File: config.mk
export PLATFORM = sky130hd
export DESIGN_NAME = uart_fifo_tx
export DESIGN_NICKNAME = d
export VERILOG_FILES = /design/src/rtl/uart_pkg.sv /design/src/rtl/uart_baud_cnt.sv /design/src/rtl/uart_fifo_tx.sv
export SDC_FILE = /design/constraint.sdc
export NUM_CORES = 1
export LEC_CHECK = 0
export CORE_MARGIN = 2
export CORE_UTILIZATION = 45
export CTS_CLUSTER_DIAMETER = 50
export CTS_CLUSTER_SIZE = 24
export DETAILED_ROUTE_END_ITERATION = 10
export PLACE_DENSITY = 0.77
export SYNTH_ARGS = -nofsm -noshare
export SYNTH_HDL_FRONTEND = slang
export SYNTH_SLANG_ARGS = --single-unit
File: constraint.sdc
create_clock -name clock -period 1.57 [get_ports clock]
set_input_delay 0.157 -clock clock [delete_from_list [all_inputs] [get_ports clock]]
set_output_delay 0.157 -clock clock [all_outputs]
set_load 0.02 [all_outputs]
File: src/rtl/uart_pkg.sv
// Shared UART transmit definitions: FSM state type, line levels and frame length helper.
// Parity support is selected at build time with UART_TX_PARITY_EN.
package uart_pkg;

    typedef enum logic [2:0] {
        IDLE   = 3'd0,
        START  = 3'd1,
        DATA   = 3'd2,
        PARITY = 3'd3,
        STOP   = 3'd4
    } tx_state_t;

    localparam logic IDLE_LEVEL  = 1'b1;
    localparam logic START_LEVEL = 1'b0;

    // Clocks from the start-bit edge to the end of the stop bit.
    function automatic int frame_clocks(input int data_width, input int clks_per_bit,
                                        input bit parity_en);
        return (data_width + (parity_en ? 3 : 2)) * clks_per_bit;
    endfunction

endpackage

File: src/rtl/uart_baud_cnt.sv
// Bit-period counter: runs 0..CLKS_PER_BIT-1, pulses bit_end on the last clock of each bit.
module uart_baud_cnt #(
    parameter int CLKS_PER_BIT = 16
) (
    input  logic clock,
    input  logic reset,
    input  logic restart,
    output logic bit_end
);

    localparam int CW = $clog2(CLKS_PER_BIT);
    localparam logic [CW-1:0] LAST = CW'(CLKS_PER_BIT - 1);

    logic [CW-1:0] baud_cnt;

    assign bit_end = (baud_cnt == LAST);

    always_ff @(posedge clock) begin
        if (reset || restart) begin
            baud_cnt <= '0;
        end else if (bit_end) begin
            baud_cnt <= '0;
        end else begin
            baud_cnt <= baud_cnt + 1'b1;
        end
    end

endmodule

File: src/rtl/uart_fifo_tx.sv
// UART transmit serializer fed from a FIFO: start bit, LSB-first data, optional even
// parity (UART_TX_PARITY_EN) and one stop bit; frames run back to back while data is queued.
module uart_fifo_tx
    import uart_pkg::*;
#(
    parameter int DATA_WIDTH   = 8,
    parameter int CLKS_PER_BIT = 16
) (
    input  logic                  clock,
    input  logic                  reset,
    input  logic [DATA_WIDTH-1:0] fifo_data,
    input  logic                  fifo_empty,
    output logic                  fifo_read,
    output logic                  tx,
    output logic                  busy,
    output tx_state_t             debug_state
);

    localparam int IW = (DATA_WIDTH > 1) ? $clog2(DATA_WIDTH) : 1;
    localparam logic [IW-1:0] LAST_BIT = IW'(DATA_WIDTH - 1);

    tx_state_t             state;
    logic [DATA_WIDTH-1:0] shreg;
    logic [DATA_WIDTH-1:0] shreg_next;
    logic [IW-1:0]         bit_idx;
    logic                  bit_end;
    logic                  pop_point;
    logic                  restart;
`ifdef UART_TX_PARITY_EN
    logic                  parity;
`endif

    // Handshake: the FIFO presents fifo_data whenever it is not empty; a word is
    // transferred on every rising edge where fifo_read is high, and only then.
    assign pop_point   = (state == IDLE) || ((state == STOP) && bit_end);
    assign fifo_read   = !reset && !fifo_empty && pop_point;
    assign restart     = fifo_read || (state == IDLE);
    assign shreg_next  = shreg >> 1;
    assign debug_state = state;

    uart_baud_cnt #(
        .CLKS_PER_BIT(CLKS_PER_BIT)
    ) u_baud (
        .clock  (clock),
        .reset  (reset),
        .restart(restart),
        .bit_end(bit_end)
    );

    // tx and busy are registered from the next-state decision, so they change on the
    // same edge as state.
    always_ff @(posedge clock) begin
        if (reset) begin
            state   <= IDLE;
            tx      <= IDLE_LEVEL;
            busy    <= 1'b0;
            bit_idx <= '0;
            shreg   <= '0;
`ifdef UART_TX_PARITY_EN
            parity  <= 1'b0;
`endif
        end else if (fifo_read) begin
            state   <= START;
            tx      <= START_LEVEL;
            busy    <= 1'b1;
            bit_idx <= '0;
            shreg   <= fifo_data;
`ifdef UART_TX_PARITY_EN
            parity  <= ^fifo_data;
`endif
        end else begin
            case (state)
                IDLE: begin
                    tx   <= IDLE_LEVEL;
                    busy <= 1'b0;
                end
                START: begin
                    if (bit_end) begin
                        state <= DATA;
                        tx    <= shreg[0];
                    end
                end
                DATA: begin
                    if (bit_end) begin
                        if (bit_idx == LAST_BIT) begin
                            bit_idx <= '0;
`ifdef UART_TX_PARITY_EN
                            state   <= PARITY;
                            tx      <= parity;
`else
                            state   <= STOP;
                            tx      <= IDLE_LEVEL;
`endif
                        end else begin
                            bit_idx <= bit_idx + 1'b1;
                            shreg   <= shreg_next;
                            tx      <= shreg_next[0];
                        end
                    end
                end
`ifdef UART_TX_PARITY_EN
                PARITY: begin
                    if (bit_end) begin
                        state <= STOP;
                        tx    <= IDLE_LEVEL;
                    end
                end
`endif
                STOP: begin
                    // A queued word is taken through the fifo_read branch above.
                    if (bit_end) begin
                        state <= IDLE;
                        tx    <= IDLE_LEVEL;
                        busy  <= 1'b0;
                    end
                end
                default: begin
                    state <= IDLE;
                    tx    <= IDLE_LEVEL;
                    busy  <= 1'b0;
                end
            endcase
        end
    end

endmodule

==> results of run 1 <==
synthesized netlist by cell type (2+ instances only):
cell      count
nor4_1        2
dfxtp_1      20
clkbuf_1      2
a21o_1        2
mux2i_1       9
buf_6         2
a21oi_1       4
a31oi_1       2
nand3_1       2
nor3_1        6
nand2_1       5
a211oi_1      7
ha_1          3
inv_1         3
nor2_1       16
logic make-up after synthesis:
logic type / after synthesis / share of synthesized area (%)
fa+ha+maj: 3 / 3.86
compound gates: 20 / 14.5
simple gates: 39 / 20.5
flops: 20 / 41.2
xor+xnor: 2 / 1.80
buf+inv: 10 / 7.72
mux: 10 / 10.4
cell type report:
type	count	area, sq um	area share, %
clock buffer	4	36.3	2.65
sequential	20	412	30.0
timing repair buffer	35	300	21.9
tap	27	33.8	2.46
multi-input combinational	75	578	42.2
inverter	3	11.3	0.821
path summary, 6_finish.rpt:
path                      from  cells past startpoint  endpoint  slack [ns]
setup / recovery    bit_idx[1]                      5  shreg[6]       -0.09
hold reg to reg       shreg[7]                      2  shreg[7]        0.48
setup reg to reg    bit_idx[1]                      5  shreg[6]       -0.09
hold / removal    fifo_data[7]                      3  shreg[7]        0.39
registers in the layout (all words and copies together), names as in the netlist:
register	cells
busy	1
shreg	8
tx	1
debug_state	3
u_baud.baud_cnt	4
bit_idx	3
what timing repair did:
action | 4_1_cts | 5_1_grt
buffers inserted | 0 | 1
pin swaps | 1 | 5
gates cloned | 1 | 0
gates resized for setup | 9 | 10
hold buffers | 0 | 0
endpoints found under the setup margin | 11 | 12
metrics by stage:
step / TNS, ns / setup WS, ns / power, mW / area [sq um] / hold slack [ns]
2_1_floorplan: -0.577 / -0.100 / 0.612 / 1020 / 0.227
3_3_place_gp: -0.993 / -0.377 / 0.666 / 1280 / 0.460
3_5_place_dp: -1.15 / -0.377 / 0.670 / 1280 / 0.469
4_1_cts: -0.440 / -0.0765 / 0.966 / 1330 / 0.388
5_1_grt: -0.956 / -0.152 / 1.00 / 1370 / 0.430
6_report: -0.409 / -0.0912 / 0.955 / 1370 / 0.393
per-layer routing:
metal	up-vias	GRT usage, %
met4	0	9.91
met5	-	0
met3	4	2.38
li1	436	-
met2	20	30.5
met1	377	23.7
worst register-to-register path, stage by stage, from the launching register on:
cell,delay (ns)
dfxtp_2,0.35
ha_4,0.16
ha_4,0.16
or4_4,0.54
mux2i_1,0.15
a211oi_1,0.23
power by group through the flow:
stage	clock network, mW	logic (mW)	registers [mW]
global placement	0	0.117	0.549
floorplan	0	0.0595	0.552
finish	0.291	0.124	0.540
CTS	0.306	0.121	0.539
detailed placement	0	0.120	0.551
global route	0.325	0.135	0.543
==> reports/summary.txt, run 1 <==
Post-synth top area cell: dfxtp_1
Post-layout util: 68.5%
Nets: 152
Standby leakage power: 0.596 nW
Final period demand of the worst path: 1.66 ns
Post-Syn Instances: 104
Main flop type after synthesis: dfxtp_1
Number of max-slew violations in the final report: 0
Yosys reg bits: 20
Final setup vio count: 8
Die span in x: 50.5 microns
Max_slew headroom: 83.4%
Worst Setup End Kind: flip-flop
CP cell instances: ha_4 -> ha_4 -> or4_4 -> mux2i_1 -> a211oi_1
DR top layer: met4
Post-synth top area share: 41.2%
Syn avg cell area: 9.35 sq um
Fill count: 155
Core area: 2000 sq um
Min-delay worst type: input port to flip-flop
Routed vias/inst: 5.10
Number of global-route vias before repair: 820
Number of I/O pins: 17
Post-synthesis sequential area ratio: 41.2%
Die Y: 50.5 microns
First-pass GRT wire length: 3620 microns
Overall die area: 2550 sq um
Clock Pin Slew Worst Setup and Hold Paths: 0.11 ns
Critical Path AT: 1.88 ns
Commonest non-fill, non-tap cells in the layout: buf_4, nor2_1, dfxtp_1
Psw: 0.218 mW
Clk Latency, worst-skew pair: 0.30 ns
Failing checks: negative setup slack
Comb pwr share: 13.0%
Port bufs: 16
CTS tree: yes
Syn. warnings: 0
Remaining Overflow, GRT: 0
Mapped Nets: 118
Final GP Congestion: 0.825
Layout Cells excl Fill: 164
# placed instances: 158
Final setup margin: -0.0912 ns
P per Cell Area: 696 nW/um^2
Drt drc: 0
Via count: 837
Commonest non-fill, non-tap cell in the layout: buf_4
Clock sinks: 20
Detailed Routing Iterations Pass 1: 4
Net Sw Frac: 22.8%
Critical path's most frequent cell: ha_4
CP Buf/Inv Count: 0
CTS Root Cell: clkbuf_4
CP top delay family: simple AND/OR/NAND/NOR gates
Initial core utilization: 48.6%
Largest net degree at the start of global routing: 17
Final Cycle Share: 106%
VDD IR-drop max: 0.000562 V
Met1 Wirelength: 999 microns
Post-route ant nets: 0
Slew of the pin with the lowest slew margin: 0.247 ns
Max Clock Freq: 602 MHz
Max Cap Viol: 0
DRT iter0 DRCs: 13
CP max stage delay: 0.54 ns
Startpoint types: flip-flop
ANT cells: 0
WP data required: 1.79 ns
Synth unique cells: 34
DR WL/cell: 13.5 microns
Worst path slowest cell: or4_4
Metal3 WL: 90 microns
Synth top area cells: dfxtp_1, mux2i_1, nor2_1, a211oi_1, ha_1
Share of flip-flops with an asynchronous set or reset: 0%
Clock Skew: 0.00956 ns
H-tree depth: 1
WL met2: 1100 microns
Area grow syn2layout: 41.1%
RSZ-0062 raised after global routing: yes
Half-perimeter wire length after placement: 1560 microns
Endpoints failing hold: 0
Initial antenna violation count: 0
Drt total wl: 2220 microns
Reg power frac: 56.5%
Power share of the clock group: 30.5%
Worst Path Max Fanout: 5
Status: finished, violations left
CTS Buf Count: 3
Row count: 16
Post-synth EDFFs: 0
GRT Overall Usage: 18.6%
Syn Std Cell Area: 972 sq um
Clock tree buffer depth: 2
Critical path type: flip-flop to flip-flop
Layout cells sized above 1: 34.3%
Internal: 0.737 mW
Power figures use the tool's default switching activity.
==> run 2, diff against run 1 <==
--- a/config.mk
+++ b/config.mk
@@ -14,3 +14,4 @@
 export SYNTH_ARGS = -nofsm -noshare
 export SYNTH_HDL_FRONTEND = slang
 export SYNTH_SLANG_ARGS = --single-unit
+export TNS_END_PERCENT = 1
==> run 2 against run 1 <==
Effect of this change: the flow still finishes with violations (negative setup slack); combinational power decreased by 3%; die area unchanged; first-iteration DRC count decreased by 77%; via count increased by 0.24%; global-route usage increased by 0.46 points; power about the same; non-clock buffer count decreased by 1; sequential power about the same; worst hold slack improved by 0.0058 ns; critical path depth unchanged.
==> reports/summary.txt, run 2 (synthesis gave the netlist of run 1 again) <==
Clock Skew: 0.00282 ns (was 0.00956 ns)
Busiest layer in global routing: met2 (unchanged)
Critical path's most frequent cell: ha_4 (unchanged)
CP Buf/Inv Count: 0 (unchanged)
H-tree depth: 1 (unchanged)
First-pass GRT wire length: 3780 microns (was 3620 microns)
CTS Buf Count: 3 (unchanged)
Number of max-slew violations in the final report: 0 (unchanged)
Critical path type: flip-flop to flip-flop (unchanged)
Max Clock Freq: 602 MHz (about the same)
CTS Root Cell: clkbuf_4 (unchanged)
Multi-input combinational cell area: 551 sq um (was 578 sq um)
CTS tree: yes (unchanged)
Worst hold slack: 0.399 ns (was 0.393 ns)
Detailed Routing Iterations Pass 1: 4 (unchanged)
Layout cells sized above 1: 32.4% (was 34.3%)
Register area: 409 sq um (was 412 sq um)
# placed instances: 158 (unchanged)
Routed vias/inst: 5.15 (was 5.10)
Final GP Congestion: 0.783 (was 0.825)
CP cell instances: ha_4 -> ha_4 -> or4_4 -> mux2i_1 -> a211oi_1 (unchanged)
DR WL/cell: 12.9 microns (was 13.5 microns)
Drt total wl: 2110 microns (was 2220 microns)
Post-route ant nets: 0 (unchanged)
Min-delay src: fifo_data[7] (unchanged)
Initial antenna violation count: 0 (unchanged)
Worst Path Max Fanout: 5 (unchanged)
Max_slew headroom: 82.5% (was 83.4%)
VDD IR-drop max: 0.000528 V (was 0.000562 V)
DRT iter0 DRCs: 3 (was 13)
Post-CTS setup buffers: 0 (unchanged)
Tot Pwr: 0.954 mW (was 0.955 mW)
Number of I/O pins: 17 (unchanged)
Post-route cell area: 1340 sq um (was 1370 sq um)
Worst Setup End Kind: flip-flop (unchanged)
GR Layer Usage met1: 25.9% (was 23.7%)
Final period demand of the worst path: 1.66 ns (about the same)
Max Cap Viol: 0 (unchanged)
Initial core utilization: 48.6% (unchanged)
Layout Cells excl Fill: 163 (was 164)
GRT Overall Usage: 19.1% (was 18.6%)
Nets: 151 (was 152)
Commonest non-fill, non-tap cell in the layout: buf_4 (unchanged)
Area grow syn2layout: 37.3% (was 41.1%)
P per Cell Area: 715 nW/um^2 (was 696 nW/um^2)
Worst setup path startpoint: bit_idx[1] (unchanged)
WP data required: 1.78 ns (was 1.79 ns)
Remaining Overflow, GRT: 0 (unchanged)
Post-layout util: 66.7% (was 68.5%)
RSZ-0062 raised after global routing: yes (unchanged)
Clock tree buffer depth: 2 (unchanged)
Die Y: 50.5 microns (unchanged)
Top flop regs: shreg (8), u_baud.baud_cnt (4) (unchanged)
Final setup margin: -0.0904 ns (was -0.0912 ns)
CP max stage delay: 0.55 ns (was 0.54 ns)
Critical Path AT: 1.87 ns (was 1.88 ns)
Post-placement worst setup slack: -0.318 ns (was -0.377 ns)
Met3 Usage GRT: 3.57% (was 2.38%)
Min-delay worst type: input port to flip-flop (unchanged)
Via count: 839 (was 837)
CP top delay family: simple AND/OR/NAND/NOR gates (unchanged)
Clock Pin Slew Worst Setup and Hold Paths: 0.11 ns (about the same)
ANT cells: 0 (unchanged)
Half-perimeter wire length after placement: 1490 microns (was 1560 microns)
R2R Path Start: bit_idx[1] (unchanged)
Clk Latency, worst-skew pair: 0.29 ns (was 0.30 ns)
Core area: 2000 sq um (unchanged)
Clock sinks: 20 (unchanged)
Post-Route Setup TNS: -0.523 ns (was -0.409 ns)
Overall die area: 2550 sq um (unchanged)
Drt drc: 0 (unchanged)
Largest net degree at the start of global routing: 17 (unchanged)
Endpoints failing hold: 0 (unchanged)
Standby leakage power: 0.604 nW (was 0.596 nW)
Final setup vio count: 8 (unchanged)
Failing checks: negative setup slack (unchanged)
Status: finished, violations left (unchanged)
Row count: 16 (unchanged)
Largest register by flop count: shreg (unchanged)
Final Cycle Share: 106% (about the same)
Die span in x: 50.5 microns (unchanged)
Placed Area: 1270 sq um (was 1280 sq um)
Slew of the pin with the lowest slew margin: 0.260 ns (was 0.247 ns)
Port bufs: 16 (unchanged)
GR Util met2: 31.6% (was 30.5%)
Startpoint types: flip-flop (unchanged)
Max reg flops: 8 (unchanged)
Fill count: 172 (was 155)
Number of global-route vias before repair: 848 (was 820)
Commonest non-fill, non-tap cells in the layout: buf_4, nor2_1, dfxtp_1 (unchanged)
Worst path slowest cell: or4_4 (unchanged)
==> run 2: tightest hold or removal path, stage by stage <==
cell,delay (ns)
clkdlybuf4s50_1,0.39
nand2_1,0.05
a21oi_1,0.05
==> run 2: where the power goes <==
group	total (mW)	internal (mW)	switching (mW)
clock	0.295	0.141	0.153
sequential	0.539	0.527	0.0123
combinational	0.120	0.0667	0.0536
==> run 2: final cells by class <==
class | count | area share [%]
Clock buffer | 4 | 2.72
Inverter | 3 | 0.843
Multi-Input combinational cell | 75 | 41.2
Sequential cell | 20 | 30.6
Tap cell | 27 | 2.53
Timing Repair Buffer | 34 | 22.0
==> run 2: routing by layer <==
layer,share of wire (%),wire [microns]
met1,51,1070
met2,46,973
met3,2.6,55
met4,0.47,10
met5,0,0
==> run 2: path summary, 6_finish.rpt <==
kind	end	slack [ns]	cells past startpoint
worst max-delay path	shreg[0]	-0.09	5
worst min-delay path	shreg[7]	0.40	3
worst max register to register	shreg[0]	-0.09	5
worst min register to register	shreg[7]	0.48	2
==> run 2: repair_timing <==
action                                  in CTS  in global routing
pin swaps                                    1                  0
endpoints found under the setup margin      11                 13
endpoints found under the hold margin        0                  0
gates resized for setup                      8                  6
gates cloned                                 1                  0
hold buffers                                 0                  0
